==> config.mk <==
export PLATFORM = sky130hd
export DESIGN_NAME = rvsteel_bus_initiator
export DESIGN_NICKNAME = d
export VERILOG_FILES = /design/src/rtl/rvsteel_bus_initiator_pkg.sv /design/src/rtl/rvsteel_bus_initiator.sv
export SDC_FILE = /design/constraint.sdc
export NUM_CORES = 1
export LEC_CHECK = 0
export ABC_AREA = 1
export ABC_CLOCK_PERIOD_IN_PS = 1600
export BUFFER_PORTS_ARGS = -buffer_cell sky130_fd_sc_hd__buf_2
export CORE_MARGIN = 2
export CORE_UTILIZATION = 45
export CTS_BUF_LIST = sky130_fd_sc_hd__clkbuf_4 sky130_fd_sc_hd__clkbuf_8 sky130_fd_sc_hd__clkbuf_16
export CTS_CLUSTER_SIZE = 10
export DETAILED_ROUTE_END_ITERATION = 16
export GPL_ROUTABILITY_DRIVEN = 0
export PLACE_DENSITY = 0.79
export SYNTH_ARGS = -nofsm -noshare
export SYNTH_HDL_FRONTEND = slang
export SYNTH_SLANG_ARGS = --single-unit
==> constraint.sdc <==
create_clock -name clock -period 1.6 [get_ports clock]
set_input_delay 0.16 -clock clock [delete_from_list [all_inputs] [get_ports clock]]
set_output_delay 0.16 -clock clock [all_outputs]
set_load 0.05 [all_outputs]
==> src/rtl/rvsteel_bus_initiator_pkg.sv <==
// Shared RISC-V Steel IO bus constants used by the initiator, the peripherals and the interconnect.
package rvsteel_bus_initiator_pkg;

    localparam int BUS_DATA_WIDTH = 32;
    localparam int BUS_STRB_WIDTH = BUS_DATA_WIDTH / 8;

    typedef logic [BUS_DATA_WIDTH-1:0] bus_data_t;
    typedef logic [BUS_STRB_WIDTH-1:0] bus_strb_t;

endpackage

==> src/rtl/rvsteel_bus_initiator.sv <==
// Bus initiator: turns a valid/ready command stream into single IO bus transactions
// and returns read data or a timeout error on a valid/ready response stream.
module rvsteel_bus_initiator
    import rvsteel_bus_initiator_pkg::*;
#(
    parameter int ADDR_WIDTH     = 32,
    parameter int TIMEOUT_CYCLES = 16
) (
    input  logic                  clock,
    input  logic                  reset,
    input  logic                  cmd_valid,
    output logic                  cmd_ready,
    input  logic                  cmd_write,
    input  logic [ADDR_WIDTH-1:0] cmd_address,
    input  bus_data_t             cmd_wdata,
    input  bus_strb_t             cmd_strobe,
    output logic                  rsp_valid,
    input  logic                  rsp_ready,
    output bus_data_t             rsp_rdata,
    output logic                  rsp_error,
    output logic [ADDR_WIDTH-1:0] rw_address,
    input  bus_data_t             read_data,
    output logic                  read_request,
    input  logic                  read_response,
    output bus_data_t             write_data,
    output bus_strb_t             write_strobe,
    output logic                  write_request,
    input  logic                  write_response
);

    typedef enum logic [1:0] {
        IDLE = 2'd0,
        WAIT = 2'd1,
        RESP = 2'd2
    } state_t;

    // A zero timeout still needs a one-bit counter so the vector stays legal.
    localparam bit              TIMEOUT_EN  = (TIMEOUT_CYCLES != 0);
    localparam int              CNT_W       = TIMEOUT_EN ? $clog2(TIMEOUT_CYCLES + 1) : 1;
    localparam logic [CNT_W-1:0] TIMEOUT_LIM = CNT_W'(TIMEOUT_CYCLES);

    state_t                  state_q, state_d;
    logic [ADDR_WIDTH-1:0]   addr_q, addr_d;
    bus_data_t               wdata_q, wdata_d;
    bus_strb_t               strobe_q, strobe_d;
    logic                    is_write_q, is_write_d;
    logic                    rd_req_q, rd_req_d;
    logic                    wr_req_q, wr_req_d;
    logic                    rsp_valid_q, rsp_valid_d;
    logic                    rsp_error_q, rsp_error_d;
    bus_data_t               rsp_rdata_q, rsp_rdata_d;
    logic [CNT_W-1:0]        cnt_q, cnt_d;

    logic                    bus_rsp;
    logic [CNT_W-1:0]        cnt_inc;

    // Only the response type matching the outstanding command counts.
    assign bus_rsp = is_write_q ? write_response : read_response;
    assign cnt_inc = cnt_q + 1'b1;

    always_comb begin
        state_d     = state_q;
        addr_d      = addr_q;
        wdata_d     = wdata_q;
        strobe_d    = strobe_q;
        is_write_d  = is_write_q;
        rd_req_d    = 1'b0;
        wr_req_d    = 1'b0;
        rsp_valid_d = rsp_valid_q;
        rsp_error_d = rsp_error_q;
        rsp_rdata_d = rsp_rdata_q;
        cnt_d       = cnt_q;

        unique case (state_q)
            IDLE: begin
                if (cmd_valid) begin
                    addr_d     = cmd_address;
                    wdata_d    = cmd_wdata;
                    strobe_d   = cmd_strobe;
                    is_write_d = cmd_write;
                    rd_req_d   = ~cmd_write;
                    wr_req_d   = cmd_write;
                    cnt_d      = '0;
                    state_d    = WAIT;
                end
            end
            WAIT: begin
                // A response arriving on the timeout cycle takes priority over the error.
                if (bus_rsp) begin
                    rsp_valid_d = 1'b1;
                    rsp_error_d = 1'b0;
                    rsp_rdata_d = is_write_q ? '0 : read_data;
                    state_d     = RESP;
                end else if (TIMEOUT_EN && (cnt_inc == TIMEOUT_LIM)) begin
                    rsp_valid_d = 1'b1;
                    rsp_error_d = 1'b1;
                    rsp_rdata_d = '0;
                    state_d     = RESP;
                end else if (TIMEOUT_EN) begin
                    cnt_d = cnt_inc;
                end
            end
            RESP: begin
                if (rsp_ready) begin
                    rsp_valid_d = 1'b0;
                    state_d     = IDLE;
                end
            end
            default: begin
                state_d = IDLE;
            end
        endcase
    end

    always_ff @(posedge clock) begin
        if (reset) begin
            state_q     <= IDLE;
            addr_q      <= '0;
            wdata_q     <= '0;
            strobe_q    <= '0;
            is_write_q  <= 1'b0;
            rd_req_q    <= 1'b0;
            wr_req_q    <= 1'b0;
            rsp_valid_q <= 1'b0;
            rsp_error_q <= 1'b0;
            rsp_rdata_q <= '0;
            cnt_q       <= '0;
        end else begin
            state_q     <= state_d;
            addr_q      <= addr_d;
            wdata_q     <= wdata_d;
            strobe_q    <= strobe_d;
            is_write_q  <= is_write_d;
            rd_req_q    <= rd_req_d;
            wr_req_q    <= wr_req_d;
            rsp_valid_q <= rsp_valid_d;
            rsp_error_q <= rsp_error_d;
            rsp_rdata_q <= rsp_rdata_d;
            cnt_q       <= cnt_d;
        end
    end

    assign cmd_ready     = (state_q == IDLE);
    assign rsp_valid     = rsp_valid_q;
    assign rsp_error     = rsp_error_q;
    assign rsp_rdata     = rsp_rdata_q;
    assign rw_address    = addr_q;
    assign write_data    = wdata_q;
    assign write_strobe  = strobe_q;
    assign read_request  = rd_req_q;
    assign write_request = wr_req_q;

endmodule
Yosys cells after proc, flatten, opt, wreduce, memory -nomap -nowiden
Cells that the tools add are included.
- bits in registers: 112
- logic and storage cells: 51
- add/sub/neg operators: 1
- muxes and demuxes: 18
- eq/ne operators: 8
- bitwise gates (word level): 3
- reductions and logical operators: 10
- operators by type and width (kind ; count):
    two-way mux 32 bit ; 3
    two-way mux 5 bit ; 3
    case mux 5 bit (2 select lines) ; 1
    two-way mux 2 bit ; 4
    inequality test 2 bit (second input constant) ; 4
    case mux 2 bit (3 select lines) ; 1
    AND reduction 3 bit ; 2
    nonzero test 2 bit ; 3
    adder 5 x 1 -> 5 bit (second input constant) ; 1
    equality test 5 bit (second input constant) ; 1
    two-way mux 1 bit ; 5
    AND reduction 2 bit ; 2
    AND reduction 4 bit ; 1
    inequality test 3 bit (second input constant) ; 1
    NOT 1 bit ; 3
    OR reduction 3 bit ; 1
    equality test 2 x 1 -> 1 bit (second input constant) ; 1
    equality test 2 bit (second input constant) ; 1
    logical NOT 2 bit ; 1
    case mux 1 bit (2 select lines) ; 1

Logic depth before layout (Yosys ltp)
Gate-level depths: netlist (run 1).
- depth in word-level cells: 5
- gate-level depth with buffers: 11

Least setup slack after synthesis (run 1)
Ideal clock, no wire load.
- path type: reg2reg
- start: register state_q[1]
- end: register wdata_q[19], in the netlist write_data[19]
- clock period less this slack: 1945 ps
- cell stages (with the launch flop): 8
- data arrival time: 1880 ps
- path slack: -345 ps
- cell sequence: dfxtp_1 -> nor2_1 -> nand2_1 -> inv_2 -> buf_2 -> buf_2 -> nor2_1 -> nor2_1
- longest elaborated chain between the ends: 2
- ends and longest elaborated chain (item ; RTL line ; RTL):
    start: declaration ; rvsteel_bus_initiator.sv:42 ; state_t state_q, state_d;
    start signal: assignment ; rvsteel_bus_initiator.sv:129 ; state_q <= state_d;
    logical NOT 2 bit ; n/a ;
    named net cmd_ready ; rvsteel_bus_initiator.sv:12 ; output logic cmd_ready,
    AND reduction 2 bit (no source line) ; n/a ;
    end signal: assignment ; rvsteel_bus_initiator.sv:131 ; wdata_q <= wdata_d;
    end: declaration ; rvsteel_bus_initiator.sv:44 ; bus_data_t wdata_q, wdata_d;
The timed path passes the listed nets, and every way through them passes these cells.
A chain may end at the register's enable or synchronous reset.

Final worst setup path (run 1)
- start: register state_q[0]
- end: register rsp_rdata_q[30], in the netlist rsp_rdata[30]
- longest elaborated chain between the ends: 2
- ends and longest elaborated chain (item ; RTL line ; RTL):
    equality test 2 x 1 -> 1 bit ; rvsteel_bus_initiator.sv:74 ; unique case (state_q)
    AND reduction 2 bit (no source line) ; n/a ;
    end signal: assignment ; rvsteel_bus_initiator.sv:138 ; rsp_rdata_q <= rsp_rdata_d;
    end: declaration ; rvsteel_bus_initiator.sv:51 ; bus_data_t rsp_rdata_q, rsp_rdata_d;
Every way passes these cells.

==> flow_summary.toml, run 1 <==
[status]
status = "complete, no violations"

[critical_path]
ff2ff_path_depth = 8
r2r_start = "state_q[0]"
path_max_fanout = 18
criticalPathCategory = "reg2reg"
required_ns = 1.85
cp_cell_sequence = "inv_1 -> nor2_4 -> nand2_1 -> nand2_8 -> buf_12 -> nand2_1 -> nand2_1 -> nor2_1"
cp_slowest_cell = "dfxtp_1"
setup.worst_path.start_class = "register"
arrival_ns = 1.74
critPathBufInv = 2
r2r-end = "rsp_rdata[30]"
critPathTopFamily = "simple AND/OR/NAND/NOR gates"
cp_common_cell = "nand2_1"
r2r_slack_ns = 0.11
critical_path.max_stage_delay_ns = 0.39
end_kind = "register"

[routing]
firstDrtPassIters = 4
detail_route.wl_per_cell_um = 12.16
vias = 4357
drc_errors = 0
routed_wl_um = 11080
drtIter0Drc = 224
vias_per_cell = 4.783
ant_nets = 0

[power]
clockPowerShare = 0.229
cellPowerDensity_mw_per_mm2 = 1180
p_sw_w = 0.002566
switching_share = 0.3798
ir_drop_mv = 0.7457
leakage_nw = 2.933
total_power_w = 0.006757
seq_power_share = 0.472
pwr-share-comb = 0.299
cellInternalPower_w = 0.004190

[synth]
yosys-top-cells-area = "dfxtp_1 (53%), nor2_1 (19%), nand2_1 (10%)"
ys_warn_count = 0
synth_area_mm2 = 0.004240
syn_avg_cell_area_um2 = 7.127
seq_area_frac_synth = 0.5288
ys_types = 19
synth-seq-cells = 112
syn-instance-count = 595
syn-num-nets = 703
synth_top_area_cell = "dfxtp_1"
yosys.area.top_type_share = 0.5288

[timing]
finalMaxSlewViolations = 0
fmax_mhz = 673.2
setup_viol = 0
worst_clock_skew_ns = 0.01437
worst-slew-pin-transition_ns = 0.4114
fin_crit_sh = 0.9284
slew_headroom = 0.7257
min_period_ns = 1.485
hold_violations = 0
hold_slack_ns = 0.04549

[min_path]
min_path_type = "in2reg"
min_to = "rw_address[0]"
min_path_cells = 3
hp-start = "cmd_address[0]"

[global_route]
grt_overflow = 0
grt_first_pass_wirelength_um = 17350
grt_max_degree = 75
grt_usage = 0.2087
grt_pass1_vias = 3938
antenna_found_initial = 0

[placement]
dp_hpwl_um = 7687
placed_area_mm2 = 0.005390
portBuffers = 211
place_inst = 889

[cells_and_area]
antenna_cells = 0
drive_above_1_share = 0.3188
layout.cells.non_filler = 911
area_growth_pct = 35.05
postLayoutCellArea_mm2 = 0.005727
multiInputGateArea_mm2 = 0.001810
layout_commonest_cell = "nor2_1"
mostFrequentLayoutCells = "nor2_1 (218), buf_2 (211), nand2_1 (112)"
nFillCells = 828
num-nets-final = 903
seq_area_mm2 = 0.002248
fin_util = 0.6227

[cts]
path_clk_slew_ns = 0.11
htreeDepth = 3
cts_tree = "done"
clockBufferDepth = 2
root_buffer = "clkbuf_8"
cts_num_sinks = 112
cts_inserted_buffers = 9
clk_latency_ns = 0.36

[die]
die_h_um = 101.1
dieArea_mm2 = 0.01022
ios = 212
fp.dieW_um = 101.1
floorplan.initialDensity = 0.4611
rows = 35
core-area_mm2 = 0.009196

[flow_run]
drv_cap = 0
## synth_stat cells
cell	n
nor3_1	1
o21ai_1	2
buf_6	5
dfxtp_1	112
clkbuf_1	25
a21oi_1	3
nor2_2	1
nand4_1	2
nand2_2	1
buf_2	6
nor2_1	220
nand3_1	11
inv_2	2
ha_1	1
a31o_2	1
o21ai_0	69
nand4_2	1
inv_1	16
nand2_1	116
## cell type report
class,count,share of cell area
clock inverter,7,0.009395
timing repair buffer,225,0.2242
sequential,112,0.3926
tap,111,0.02425
multi-input combinational,429,0.3161
inverter,18,0.01180
clock buffer,9,0.02163
## worst reg2reg max path, stage by stage, from the launching register on
cell and delay [ns]:
dfxtp_1 0.39, inv_1 0.13, nor2_4 0.19, nand2_1 0.19, nand2_8 0.18, buf_12 0.16
nand2_1 0.06, nand2_1 0.06, nor2_1 0.04
## how the worst max path moves through the flow
stage / endpoint / start / cells after the start / slack, ns
finish: rsp_rdata[30] / state_q[0] / 8 / 0.11
global route: rsp_rdata[31] / cnt_q[1] / 10 / -0.01
CTS: rsp_rdata[31] / cnt_q[1] / 8 / 0.03
detailed placement: rsp_rdata[30] / cnt_q[0] / 9 / -0.03
global placement: rsp_rdata[18] / cnt_q[0] / 9 / 0.08
floorplan: write_data[19] / state_q[1] / 7 / 0.12
## power by group through the flow
stage	sequential, W	combinational [W]	clock, W
6_report	0.00319	0.00202	0.00155
5_1_grt	0.00322	0.00219	0.00171
2_1_floorplan	0.00407	0.000623	0
4_1_cts	0.00319	0.00199	0.00161
3_5_place_dp	0.00325	0.00196	0
3_3_place_gp	0.00323	0.00193	0
## flip-flops by register name (all words and copies together) (netlist names)
register / cells
cnt_q: 5
is_write_q: 1
read_request: 1
rsp_error: 1
rsp_rdata: 32
rsp_valid: 1
rw_address: 32
state_q: 2
write_data: 32
write_request: 1
write_strobe: 4
## routing by layer
layer,global-route usage,part of all wire
met5,0,0
met4,0.06965,0.014
met3,0.04854,0.068
met2,0.3724,0.51
met1,0.2451,0.41
## cell families after synthesis
| kind of cell | share of synthesized area |
|---|---|
| and+or+nand+nor | 0.3204 |
| DFF | 0.5288 |
| AOI/OAI and AO/OA | 0.08941 |
| buffers and inverters | 0.05842 |
| adders and majority gates | 0.002950 |
## through the flow
stage	worst slack, ns	setup TNS (ns)
6_report	0.1146	0
5_1_grt	-0.01183	-0.01183
4_1_cts	0.03060	0
3_5_place_dp	-0.02555	-0.1087
3_3_place_gp	0.08328	0
2_1_floorplan	0.1178	0
## repair_timing
action,in CTS,in global routing
endpoints found under the hold margin,2,0
setup buffers,1,0
pin swaps,2,4
hold buffers,2,0
resized for setup,5,10
cloned,1,2
endpoints found under the setup margin,27,33
Power figures use the tool's default switching activity.
==> run 2: changes to the inputs <==
--- a/config.mk
+++ b/config.mk
@@ -14,7 +14,7 @@
 export CTS_CLUSTER_SIZE = 10
 export DETAILED_ROUTE_END_ITERATION = 16
 export GPL_ROUTABILITY_DRIVEN = 0
-export PLACE_DENSITY = 0.79
+export PLACE_DENSITY_LB_ADDON = 0.2
 export SYNTH_ARGS = -nofsm -noshare
 export SYNTH_HDL_FRONTEND = slang
 export SYNTH_SLANG_ARGS = --single-unit
==> run 2 against run 1 <==
Net effect: wire length is 2.7% higher; cell area grew 2.0%; sequential share of layout area fell by 0.82 points; highest routed layer unchanged; critical path depth grew 2; utilization grew 1.3 points; hold slack got worse by 0.0062 ns.
==> flow_summary.toml, run 2 (synthesized netlist as in run 1, its figures left out) <==
[routing]
vias = 4426
ant_nets = 0
vias_per_cell = 4.816
detail_route.wl_per_cell_um = 12.39
drtIter0Drc = 177
firstDrtPassIters = 4
drc_errors = 0
routed_wl_um = 11380

[cts]
clk_latency_ns = 0.36
clockBufferDepth = 2
cts_inserted_buffers = 9
root_buffer = "clkbuf_8"
path_clk_slew_ns = 0.10
cts_num_sinks = 112
cts_tree = "done"
htreeDepth = 3

[cells_and_area]
drive_above_1_share = 0.3255
mostFrequentLayoutCells = "nor2_1 (218), buf_2 (211), nand2_1 (113)"
multiInputGateArea_mm2 = 0.001819
nFillCells = 834
layout_commonest_cell = "nor2_1"
fin_util = 0.6354
seq_area_mm2 = 0.002246
num-nets-final = 912
antenna_cells = 0
area_growth_pct = 37.80

[die]
die_h_um = 101.1
core-area_mm2 = 0.009196
dieArea_mm2 = 0.01022
ios = 212
rows = 35
fp.dieW_um = 101.1
floorplan.initialDensity = 0.4611

[global_route]
grt_overflow = 0
grt_max_degree = 58
grt_usage = 0.2048
antenna_found_initial = 0
grt_first_pass_wirelength_um = 16930
grt_pass1_vias = 3931

[power]
pwr-share-comb = 0.295
p_sw_w = 0.002551
total_power_w = 0.006951
seq_power_share = 0.458
cellPowerDensity_mw_per_mm2 = 1190
clockPowerShare = 0.247
cellInternalPower_w = 0.004400
leakage_nw = 3.003
ir_drop_mv = 0.6947
switching_share = 0.3670

[critical_path]
ff2ff_path_depth = 10
cp_cell_sequence = "buf_4 -> nand3_1 -> nand2_1 -> nand2_1 -> nand4_4 -> nand2_4 -> buf_6 -> nand2_1 -> nand2_1 -> nor2_1"
setup.worst_path.start_class = "register"
path_depth = 10
cp_slowest_cell = "dfxtp_2"
critPathTopFamily = "simple AND/OR/NAND/NOR gates"
arrival_ns = 1.78
critical_path.max_stage_delay_ns = 0.35
critPathBufInv = 2
cp_common_cell = "nand2_1"
path_max_fanout = 6
end_kind = "register"
required_ns = 1.87
criticalPathCategory = "reg2reg"

[timing]
setup_viol = 0
fin_crit_sh = 0.9443
finalMaxSlewViolations = 0
slew_headroom = 0.6911
fmax_mhz = 661.8
worst_clock_skew_ns = 0.008583
min_period_ns = 1.511
worst-slew-pin-transition_ns = 0.4633
hold_violations = 0

[flow_run]
drv_cap = 0

[placement]
dp_hpwl_um = 7712
portBuffers = 211

[min_path]
min_path_cells = 3
min_path_type = "in2reg"

[status]
status = "complete, no violations"
## run 2: cell count changes in the layout (fill, tap and decap cells not counted), sizes merged
cell      previous run  this run
clkbuf              11        14
inv                 21        20
bufinv               0         1
nand2              117       118
clkinvlp             2         1
buf                221       227
clkinv               2         1
## run 2: area by class of cell
| class | count | share of cell area |
|---|---|---|
| Clock buffer | 10 | 0.02355 |
| Timing Repair Buffer | 233 | 0.2345 |
| Tap cell | 111 | 0.02377 |
| Inverter | 18 | 0.01156 |
| Sequential cell | 112 | 0.3844 |
| Multi-Input combinational cell | 430 | 0.3113 |
| Clock inverter | 5 | 0.01092 |
## run 2: path summary, 6_finish.rpt
| path | from | to | slack (ns) |
|---|---|---|---|
| setup / recovery | cnt_q[0] | rsp_rdata[13] | 0.09 |
| hold / removal | cmd_address[16] | rw_address[16] | 0.04 |
| setup reg to reg | cnt_q[0] | rsp_rdata[13] | 0.09 |
| hold reg to reg | rsp_error | rsp_error | 0.47 |
## run 2: tightest hold or removal path: stages
cell and delay (ns):
buf_2 0.07, o21ai_0 0.07, nor2_1 0.07
## run 2: stage by stage
stage | worst slack (ns) | hold WS, ns | cell area, um2 | setup TNS [ns] | std cells
after floorplan | 0.1178 | 0.2324 | 4248 | 0 | 595
after global placement | 0.1035 | 0.3359 | 5408 | 0 | 893
after detailed placement | 0.03049 | 0.3379 | 5408 | 0 | 893
after CTS | 0.001383 | 0.02247 | 5629 | 0 | 910
after global routing | -0.02159 | 0.02994 | 5843 | -0.06485 | 919
final | 0.08904 | 0.03930 | 5843 | 0 | 919
## run 2: per-layer routing
metal  wire, um  global-route usage
met5          0                   0
met4        292             0.09563
met1       4883              0.2361
met3        831             0.04854
met2       5376              0.3566
## run 2: what timing repair did
| action | 4_1_cts | 5_1_grt |
|---|---|---|
| setup endpoints to repair | 0 | 39 |
| resized for setup | 0 | 15 |
| endpoints found under the hold margin | 2 | 0 |
| buffers inserted | 0 | 1 |
| hold buffers | 2 | 0 |
## run 2: power groups by stage
stage / clock, W / combinational [W] / sequential [W]
3_5_place_dp: 0 / 0.00197 / 0.00324
5_1_grt: 0.00189 / 0.00222 / 0.00322
4_1_cts: 0.00178 / 0.00197 / 0.00318
3_3_place_gp: 0 / 0.00194 / 0.00323
6_report: 0.00172 / 0.00205 / 0.00318
2_1_floorplan: 0 / 0.000623 / 0.00407
==> run 3: changes to the inputs <==
--- a/config.mk
+++ b/config.mk
@@ -15,6 +15,7 @@
 export DETAILED_ROUTE_END_ITERATION = 16
 export GPL_ROUTABILITY_DRIVEN = 0
 export PLACE_DENSITY_LB_ADDON = 0.2
+export RECOVER_POWER = 25
 export SYNTH_ARGS = -nofsm -noshare
 export SYNTH_HDL_FRONTEND = slang
 export SYNTH_SLANG_ARGS = --single-unit
==> run 3 against run 2 <==
Net effect: cell area is 1.1% lower; wire length hardly changed; largest power group unchanged; utilization is 0.72 points lower; cell count stayed put; count of clock-buffer cells in the layout stayed put; clock skew is 0.0025 ns higher; register-to-register slack hardly changed; critical endpoint is now rsp_rdata[1]; critical path depth stayed put; die area stayed put.
==> flow_summary.toml, run 3 (synthesized netlist as in run 1, its figures left out) <==
[timing]
worst-slew-pin-transition_ns = 0.6492
fmax_mhz = 661.8
min_period_ns = 1.511
slew_headroom = 0.5691
worst_clock_skew_ns = 0.01105
setup_ws_ns = 0.08905
setup_viol = 0
finalMaxSlewViolations = 0
finalSetupTns_ns = 0
hold_violations = 0
fin_crit_sh = 0.9443

[cells_and_area]
postLayoutCellArea_mm2 = 0.005777
area_growth_pct = 36.23
num-nets-final = 912
mostFrequentLayoutCells = "nor2_1 (218), buf_2 (158), nand2_1 (113)"
drive_above_1_share = 0.2599
antenna_cells = 0
layout_commonest_cell = "nor2_1"
nFillCells = 859

[global_route]
grt_pass1_vias = 3931
grt_max_degree = 58
grt_first_pass_wirelength_um = 16930
grt_usage = 0.2048
grt_overflow = 0
antenna_found_initial = 0

[routing]
ant_nets = 0
firstDrtPassIters = 4
vias_per_cell = 4.826
drc_errors = 0
vias = 4435
detail_route.wl_per_cell_um = 12.39
drtIter0Drc = 167
routed_wl_um = 11390

[die]
die_h_um = 101.1
fp.dieW_um = 101.1
floorplan.initialDensity = 0.4611
ios = 212
rows = 35
dieArea_mm2 = 0.01022
core-area_mm2 = 0.009196

[critical_path]
required_ns = 1.87
r2r_slack_ns = 0.09
criticalPathCategory = "reg2reg"
end_kind = "register"
path_max_fanout = 6
setup.worst_path.start_class = "register"
arrival_ns = 1.78

[cts]
path_clk_slew_ns = 0.10
htreeDepth = 3
root_buffer = "clkbuf_8"
cts_inserted_buffers = 9
clockBufferDepth = 2
cts_num_sinks = 112
clk_latency_ns = 0.37
cts_tree = "done"

[placement]
placed_area_mm2 = 0.005408
portBuffers = 211
dp_slack_ns = 0.03049
dp_hpwl_um = 7712

[power]
ir_drop_mv = 0.6946
leakage_nw = 2.794
total_power_w = 0.006928
cellPowerDensity_mw_per_mm2 = 1199

[status]
status = "complete, no violations"

[flow_run]
drv_cap = 0

[min_path]
min_path_type = "in2reg"
[run 3: cell count changes in the layout (fill, tap and decap cells not counted), sizes merged]
cell,previous run,this run
buf,227,174
clkbuf,14,67
[run 3: metrics by stage]
stage                     utilization  cells  hold WS (ns)
after global placement         0.5880    893        0.3359
after detailed placement       0.5880    893        0.3379
final                          0.6282    919       0.03515
after floorplan                     -    595        0.2324
after CTS                      0.6121    910       0.02247
after global routing           0.6282    919       0.02994
[run 3: routing by layer]
layer / wire length [um] / global-route usage / vias to the layer above
li1: - / - / 2265
met1: 4903 / 0.2361 / 1974
met2: 5327 / 0.3566 / 171
met3: 831 / 0.04854 / 25
met4: 328 / 0.09563 / 0
met5: 0 / 0 / -
[run 3: worst max-delay path, cell delays in order, from the launching register on]
cell       delay (ns)
dfxtp_2          0.35
buf_4            0.14
nand3_1          0.06
nand2_1          0.05
nand2_1          0.14
nand4_4          0.20
nand2_4          0.19
clkbuf_16        0.17
nand2_1          0.05
nand2_1          0.05
nor2_1           0.03
[run 3: final timing paths]
kind / from / end / depth (start not counted)
worst max-delay path: cnt_q[0] / rsp_rdata[1] / 10
worst min-delay path: cmd_address[16] / rw_address[16] / 3
worst max register to register: cnt_q[0] / rsp_rdata[1] / 10
worst min register to register: rsp_error / rsp_error / 2
[run 3: final cells by class]
| cell class | instances | area (um2) | share of cell area |
|---|---|---|---|
| repair buffers | 233 | 1304 | 0.2257 |
| well taps | 111 | 138.9 | 0.02404 |
| clock inverters | 5 | 63.81 | 0.01105 |
| flip-flops and latches | 112 | 2246 | 0.3888 |
| clock buffers | 10 | 137.6 | 0.02382 |
| inverters | 18 | 67.56 | 0.01170 |
| multi-input cells | 430 | 1819 | 0.3149 |
[run 3: what timing repair did]
action | CTS | global route
hold buffers | 2 | 0
setup endpoints to repair | 0 | 39
hold endpoints to repair | 2 | 0
gates resized for setup | 0 | 15
buffers inserted | 0 | 1
[run 3: power breakdown]
part	internal, W	total [W]	switching [W]
sequential	0.00305	0.00319	0.000138
clock	0.000773	0.00172	0.000949
combinational	0.000546	0.00202	0.00147
